--- src/rtl/alu_rr_arbiter.sv ---
// Round-robin arbiter sharing one 4-bit ALU between NUM_REQ requesters, with a
// one-entry registered response stage that supports backpressure.
module alu_rr_arbiter #(
  parameter int unsigned  NUM_REQ = 4,
  localparam int unsigned ID_W    = $clog2(NUM_REQ)
) (
  input  logic                 clk,
  input  logic                 rst_n,
  input  logic [NUM_REQ-1:0]   req_valid,
  input  logic [4*NUM_REQ-1:0] req_a,
  input  logic [4*NUM_REQ-1:0] req_b,
  input  logic [3*NUM_REQ-1:0] req_op,
  output logic [NUM_REQ-1:0]   req_ready,
  output logic [3:0]           alu_a,
  output logic [3:0]           alu_b,
  output logic [2:0]           alu_op,
  input  logic [3:0]           alu_result,
  input  logic                 alu_carry,
  input  logic                 alu_zero,
  output logic                 rsp_valid,
  input  logic                 rsp_ready,
  output logic [ID_W-1:0]      rsp_id,
  output logic [3:0]           rsp_result,
  output logic                 rsp_carry,
  output logic                 rsp_zero
);

  typedef enum logic [0:0] {StEmpty, StFull} state_e;

  state_e          state_q, state_d;
  logic [ID_W-1:0] ptr_q, ptr_d;
  logic [ID_W-1:0] rsp_id_q, rsp_id_d;
  logic [3:0]      rsp_result_q, rsp_result_d;
  logic            rsp_carry_q, rsp_carry_d;
  logic            rsp_zero_q, rsp_zero_d;

  logic            can_issue;
  logic            gnt_found;
  logic [ID_W-1:0] gnt_idx;
  logic [ID_W-1:0] cand;

  // The slot is free if empty, or if the held response leaves on this edge.
  assign can_issue = (state_q == StEmpty) || rsp_ready;

  always_comb begin
    gnt_found = 1'b0;
    gnt_idx   = '0;
    cand      = '0;
    if (can_issue) begin
      for (int unsigned off = 0; off < NUM_REQ; off++) begin
        cand = ID_W'((32'(ptr_q) + off) % NUM_REQ);
        if (!gnt_found && req_valid[cand]) begin
          gnt_found = 1'b1;
          gnt_idx   = cand;
        end
      end
    end
  end

  always_comb begin
    req_ready = '0;
    alu_a     = '0;
    alu_b     = '0;
    alu_op    = '0;
    if (gnt_found) begin
      req_ready[gnt_idx] = 1'b1;
      alu_a              = req_a[4*32'(gnt_idx) +: 4];
      alu_b              = req_b[4*32'(gnt_idx) +: 4];
      alu_op             = req_op[3*32'(gnt_idx) +: 3];
    end
  end

  always_comb begin
    state_d      = state_q;
    ptr_d        = ptr_q;
    rsp_id_d     = rsp_id_q;
    rsp_result_d = rsp_result_q;
    rsp_carry_d  = rsp_carry_q;
    rsp_zero_d   = rsp_zero_q;
    if (gnt_found) begin
      state_d      = StFull;
      ptr_d        = ID_W'((32'(gnt_idx) + 32'd1) % NUM_REQ);
      rsp_id_d     = gnt_idx;
      rsp_result_d = alu_result;
      rsp_zero_d   = alu_zero;
      // Carry is only meaningful for add/sub; the ALU leaves it undefined otherwise.
      rsp_carry_d  = (alu_op[2:1] == 2'b00) ? alu_carry : 1'b0;
    end else if ((state_q == StFull) && rsp_ready) begin
      state_d = StEmpty;
    end
  end

  always_ff @(posedge clk or negedge rst_n) begin
    if (!rst_n) begin
      state_q      <= StEmpty;
      ptr_q        <= '0;
      rsp_id_q     <= '0;
      rsp_result_q <= '0;
      rsp_carry_q  <= 1'b0;
      rsp_zero_q   <= 1'b0;
    end else begin
      state_q      <= state_d;
      ptr_q        <= ptr_d;
      rsp_id_q     <= rsp_id_d;
      rsp_result_q <= rsp_result_d;
      rsp_carry_q  <= rsp_carry_d;
      rsp_zero_q   <= rsp_zero_d;
    end
  end

  assign rsp_valid  = (state_q == StFull);
  assign rsp_id     = rsp_id_q;
  assign rsp_result = rsp_result_q;
  assign rsp_carry  = rsp_carry_q;
  assign rsp_zero   = rsp_zero_q;

endmodule
--- config.mk ---
export PLATFORM = sky130hd
export DESIGN_NAME = alu_rr_arbiter
export DESIGN_NICKNAME = d
export VERILOG_FILES = /design/src/rtl/alu_rr_arbiter.sv
export SDC_FILE = /design/constraint.sdc
export NUM_CORES = 1
export LEC_CHECK = 0
export BUFFER_PORTS_ARGS = -buffer_cell sky130_fd_sc_hd__buf_4
export CAP_MARGIN = 15
export CORE_ASPECT_RATIO = 1.2
export CORE_MARGIN = 4
export CORE_UTILIZATION = 34
export CTS_CLUSTER_SIZE = 12
export DETAILED_ROUTE_END_ITERATION = 10
export PLACE_DENSITY = 0.76
export SYNTH_ARGS = -nofsm -noshare
export SYNTH_HDL_FRONTEND = slang
export SYNTH_SLANG_ARGS = --single-unit
--- constraint.sdc ---
create_clock -name clk -period 2.1 [get_ports clk]
set_input_delay 0.315 -clock clk [delete_from_list [all_inputs] [get_ports clk]]
set_output_delay 0.315 -clock clk [all_outputs]
set_load 0.005 [all_outputs]
==> After elaboration in Yosys (flattened, before gate mapping) <==
Index checks and enable logic that the tools add are counted.
{ "totals": {"register_bits": 11, "latch_bits": 0, "ram_bits": 0, "romBits": 0, "input_bits": 57, "word_cells": 62, "n_memories": 0} }
{ "classes": {"n_addsub": 4, "multipliers": 1, "div": 0, "n_lt_le_gt_ge": 6, "n_eq_ne": 0, "shifts": 3, "n_mux": 30, "bitwise_logic": 1, "n_reduce_logical": 11} }
{ "ops": {"columns": ["op", "count"], "rows": [
  ["$shiftx A16 B5 Y4", 2],
  ["$mux W1", 16],
  ["$lt A2 B3 Y1 const B", 5],
  ["$mux W4", 3],
  ["$shiftx A12 B5 Y3", 1],
  ["$mux W2", 5],
  ["$bmux W1 S2", 4],
  ["$logic_and A1 B1 Y1", 5],
  ["$add A2 B1 Y2 const B", 2],
  ["$add A2 B2 Y2 const B", 2],
  ["$mul A2 B2 Y4 const A", 1],
  ["$logic_not A1 Y1", 3],
  ["$mux W3", 1],
  ["$demux W1 S2", 1],
  ["$ge A2 B1 Y1 const B", 1],
  ["$logic_not A2 Y1", 1],
  ["$reduce_bool A2 Y1", 1],
  ["$logic_or A1 B1 Y1", 1],
  ["$not A1 Y1", 1]
]} }

==> Logic depth before layout (Yosys ltp) <==
{ "depth": {"depth_word": 21, "depth_mapped": 8, "ltp_nobuf": 7} }

==> Worst setup path before layout <==
Ideal clock, no wire load.
{ "synth_timing": {"kind": "register to output", "start": "register ptr_q[0]", "end": "output port req_ready[2]", "arrival_ns": 1.877, "slack_ns": -0.092, "stages_incl_launch_ff": 7, "n_path_buf": 1, "path_cell_list": "dfrtp_1 > nor4bb_1 > o311ai_1 > clkbuf_1 > inv_1 > ha_1 > and2_1"} }
{ "synth_between": {"elab_chain_len": 21, "word_cells_on_any_way": 36} }
{ "synth_lines": {"columns": ["item", "line_no", "text"], "rows": [
  ["from (decl)", "31", "logic [ID_W-1:0] ptr_q, ptr_d;"],
  ["from (signal assigned)", "103", "ptr_q <= ptr_d;"],
  ["$bmux W1 S2", "52", "if (!gnt_found && req_valid[cand]) begin"],
  ["$mux W1 (implied by the code)", "52", null],
  ["$mux W1", "52", null],
  ["$mux W1", "49", "if (can_issue) begin"],
  ["$logic_not A1 Y1", "52", null],
  ["$logic_and A1 B1 Y1", "52", null],
  ["$mux W1", "52", null],
  ["$mux W1", "49", null],
  ["(+6 left out)", null, null],
  ["$mux W2 *", "52", null],
  ["$mux W2 *", "49", null],
  ["via gnt_idx[1]", "39", "logic [ID_W-1:0] gnt_idx;"],
  ["$lt A2 B3 Y1 (implied by the code) / $ge A2 B1 Y1 (equally long branches)", "66", "req_ready[gnt_idx] = 1'b1;"],
  ["$logic_and A1 B1 Y1 (implied by the code)", "66", null],
  ["$mux W1 (implied by the code)", "66", null],
  ["$demux W1 S2 *", "66", null],
  ["$mux W4 *", "65", "if (gnt_found) begin"],
  ["to (decl)", "13", "output logic [NUM_REQ-1:0] req_ready,"]
]} }
Mark *: on every way through the listed nets, which the timed path passes. The rest lies on a longest branch. The select of a mux whose other input is x is not followed.

==> Worst setup path in the final report <==
{ "layout_timing": {"start": "register ptr_q[1]", "end": "output port alu_op[2]"} }
{ "layout_between": {"elab_chain_len": 19, "word_cells_on_any_way": 33} }
{ "layout_lines": {"columns": ["item", "line_no", "text"], "rows": [
  ["$bmux W1 S2", "52", null],
  ["$mux W1 (implied by the code)", "52", null],
  ["$mux W1", "52", null],
  ["$mux W1", "49", null],
  ["$logic_not A1 Y1", "52", null],
  ["$logic_and A1 B1 Y1", "52", null],
  ["$mux W1", "52", null],
  ["$mux W1", "49", null],
  ["(+4 left out)", null, null],
  ["$logic_not A1 Y1", "52", null],
  ["$logic_and A1 B1 Y1", "52", null],
  ["$mux W2 *", "52", null],
  ["$mux W2 *", "49", null],
  ["via gnt_idx[0]", "39", null],
  ["$mul A2 B2 Y4 *", "69", "alu_op = req_op[3*32'(gnt_idx) +: 3];"],
  ["$shiftx A12 B5 Y3 *", "69", null],
  ["$mux W3 *", "65", null],
  ["to (decl)", "16", "output logic [2:0] alu_op,"]
]} }
Marks and branches as above.

==> flow_summary.json <==
{
  "outcome": "finished with violations",
  "violations": "setup timing",
  "relSlewSlack": 0.698,
  "grt_pass1_vias": 1282,
  "irDropWorstVdd_mv": 0.398,
  "gr-usage-met2": 0.346,
  "final-hold-violation-count": 0,
  "area_growth_pct": 94.2,
  "syn_inst": 107,
  "initial_core_util": 0.362,
  "drcViolationCount": 0,
  "hold_depth": 3,
  "grt-ovfl-total": 0,
  "intPower_w": 0.000702,
  "period_minus_slack_ps": 2480,
  "num_antenna_cells": 0,
  "viasPerCell": 4.98,
  "r2r_cells": 8,
  "yosysUniqueCellTypes": 24,
  "setup_violations": 15,
  "ant_nets": 0,
  "hpwlAfterDp_um": 2650,
  "cap_violations": 0,
  "grt_pass1_wl_um": 5390,
  "drive_above_1_share": 0.568,
  "dpl_cell_area_um2": 1690,
  "clock_skew_ps": 9.63,
  "vias": 1190,
  "coreArea_um2": 2600,
  "io_buffers": 80,
  "synth-seq-cells": 11,
  "synth_seq_area_share": 0.292,
  "ff2ff_setup_slack_ps": 20,
  "grt_max_degree": 21,
  "start_kind": "flip-flop",
  "worstHoldPathType": "input pin to flip-flop",
  "io_pins": 81,
  "first_pass_iters": 6,
  "grt_usage": 0.185,
  "cts_buffer_depth": 2,
  "numCtsBuffers": 3,
  "layout_commonest_cell": "buf_4",
  "antenna_found_initial": 0,
  "die_w_um": 56.1,
  "clock_power_share": 0.142,
  "synth_nets": 168,
  "criticalPathCategory": "flip-flop to output port",
  "p_sw_frac": 0.343,
  "clkLatencyLatePin_ps": 280,
  "cts.sinks": 11,
  "endpoint_kind": "output port",
  "place_ws_ps": -240,
  "power_density_nw_per_um2": 584,
  "placementRows": 20,
  "place_congestion": 0.898,
  "p_switching_w": 0.000366,
  "tightestPinTransition_ps": 453,
  "p_leak_nw": 1.02,
  "path_clk_slew_ps": 80,
  "grtUsageMet3": 0.0570,
  "tritoncts": "done",
  "synth_warnings": 0,
  "hp-start": "alu_result[2]",
  "wire_per_inst_um": 13.9,
  "whs_endpoint": "rsp_result[2]",
  "clockRootBuffer": "clkbuf_4",
  "finalCritPeriodShare": 1.18,
  "cp_data_required_time_ps": 1780,
  "slew_violations": 0,
  "htree_levels": 1,
  "worst_r2r_startpoint": "ptr_q[1]",
  "met1_usage": 0.199,
  "synth_area_per_cell_um2": 8.81,
  "syn-cell-area_um2": 942,
  "layout_common_cells": "buf_4, nand2_1, mux2i_1",
  "fmax_mhz": 404,
  "r2r_end": "rsp_carry",
  "final_area_um2": 1830,
  "dp_cells": 228,
  "drtIter0Drc": 12,
  "fp.dieArea_um2": 3680,
  "seq_power_share": 0.269,
  "comb_power_share": 0.590,
  "worst_ep_arrival_time_ps": 2160,
  "final_cells": 239,
  "die_h_um": 65.7,
  "worst-path-max-fanout": 4,
  "n_fill_cell": 201,
  "nNetsFinal": 268,
  "rsz0062_at_grt": "yes",
  "layout_setup_ws_ps": -376,
  "busiest_layer": "met2",
  "routed_wl_um": 3320
}
==> how the worst max path moves through the flow <==
stage | cells after the start | from | end | slack (ps)
2_1_floorplan | 7 | req_valid[2] | alu_op[2] | 10
3_3_place_gp | 9 | req_valid[2] | alu_op[2] | -200
3_5_place_dp | 9 | req_valid[1] | alu_op[0] | -240
4_1_cts | 8 | ptr_q[1] | alu_op[2] | -340
5_1_grt | 8 | ptr_q[1] | alu_op[2] | -450
6_report | 8 | ptr_q[1] | alu_op[2] | -380
==> cell families (layout without fill, tap and decap cells) <==
logic type | Yosys count | in the layout | synth area share
compound gates | 18 | 18 | 0.145
fa+ha+maj | 4 | 4 | 0.0531
buf+inv | 10 | 109 | 0.0505
flops | 11 | 11 | 0.292
mux | 21 | 21 | 0.250
simple gates | 43 | 43 | 0.210
==> cells in the mapped netlist (all sizes together) <==
cell type	count	area, µm²
nand2	26	97.6
mux2i	19	190
dfrtp	11	275
o22ai	9	56.3
and2	6	37.5
inv	5	18.8
nor2	5	18.8
ha	4	50.1
buf	3	21.3
a21oi	2	10.0
clkbuf	2	7.51
mux4	2	45.0
nand2b	2	12.5
nor4bb	2	20.0
o21ai	2	10.0
a2111oi	1	27.5
a21o	1	7.51
a221oi	1	8.76
nor3	1	5.00
nor4	1	6.26
o311ai	1	8.76
o31ai	1	7.51
==> cell type report <==
type                       instances  area, µm²  share of cell area
clock buffer                       4       26.3              0.0144
timing repair buffer             100        790               0.432
inverter                           5       18.8              0.0103
tap                               33       41.3              0.0226
sequential                        11        278               0.152
multi-input combinational         86        676               0.369
==> sequential cells by signal, summed over array words and instances (netlist names) <==
name / count
rsp_zero: 1
rsp_id: 2
ptr_q: 2
rsp_valid: 1
rsp_carry: 1
rsp_result: 4
==> critical path: stages (launching register included) <==
cell	delay (ps)
dfrtp_2	460
buf_6	150
nand2_4	50
a21oi_2	60
a2111oi_4	320
inv_2	130
mux4_2	460
and2_1	150
buf_4	130
==> layer usage <==
| layer | share of wire | wire length, µm |
|---|---|---|
| met5 | 0 | 0 |
| met4 | 0.011 | 36 |
| met3 | 0.10 | 332 |
| met2 | 0.51 | 1680 |
| met1 | 0.38 | 1270 |
==> power groups by stage <==
stage | clock (W) | combinational, W | sequential, W
after CTS | 0.000157 | 0.000591 | 0.000281
after global routing | 0.000169 | 0.000685 | 0.000292
after detailed placement | 0 | 0.000560 | 0.000283
final | 0.000151 | 0.000629 | 0.000287
after floorplan | 0 | 0.000263 | 0.000279
after global placement | 0 | 0.000552 | 0.000280
==> through the flow <==
step	utilization	total power (W)	hold slack, ps	setup TNS, ps
after floorplan	-	0.000543	19.4	0
after global placement	0.648	0.000832	154	-2210
after detailed placement	0.648	0.000843	157	-2740
after CTS	0.677	0.00103	219	-4260
after global routing	0.703	0.00115	224	-5550
final	0.703	0.00107	227	-3930
==> repair_timing <==
item / CTS / global route
buffers inserted: 2 / 5
endpoints found under the setup margin: 15 / 17
hold endpoints to repair: 11 / 0
pin swaps: 4 / 0
resized for setup: 9 / 8
hold buffers: 1 / 0
Power figures use the tool's default switching activity.
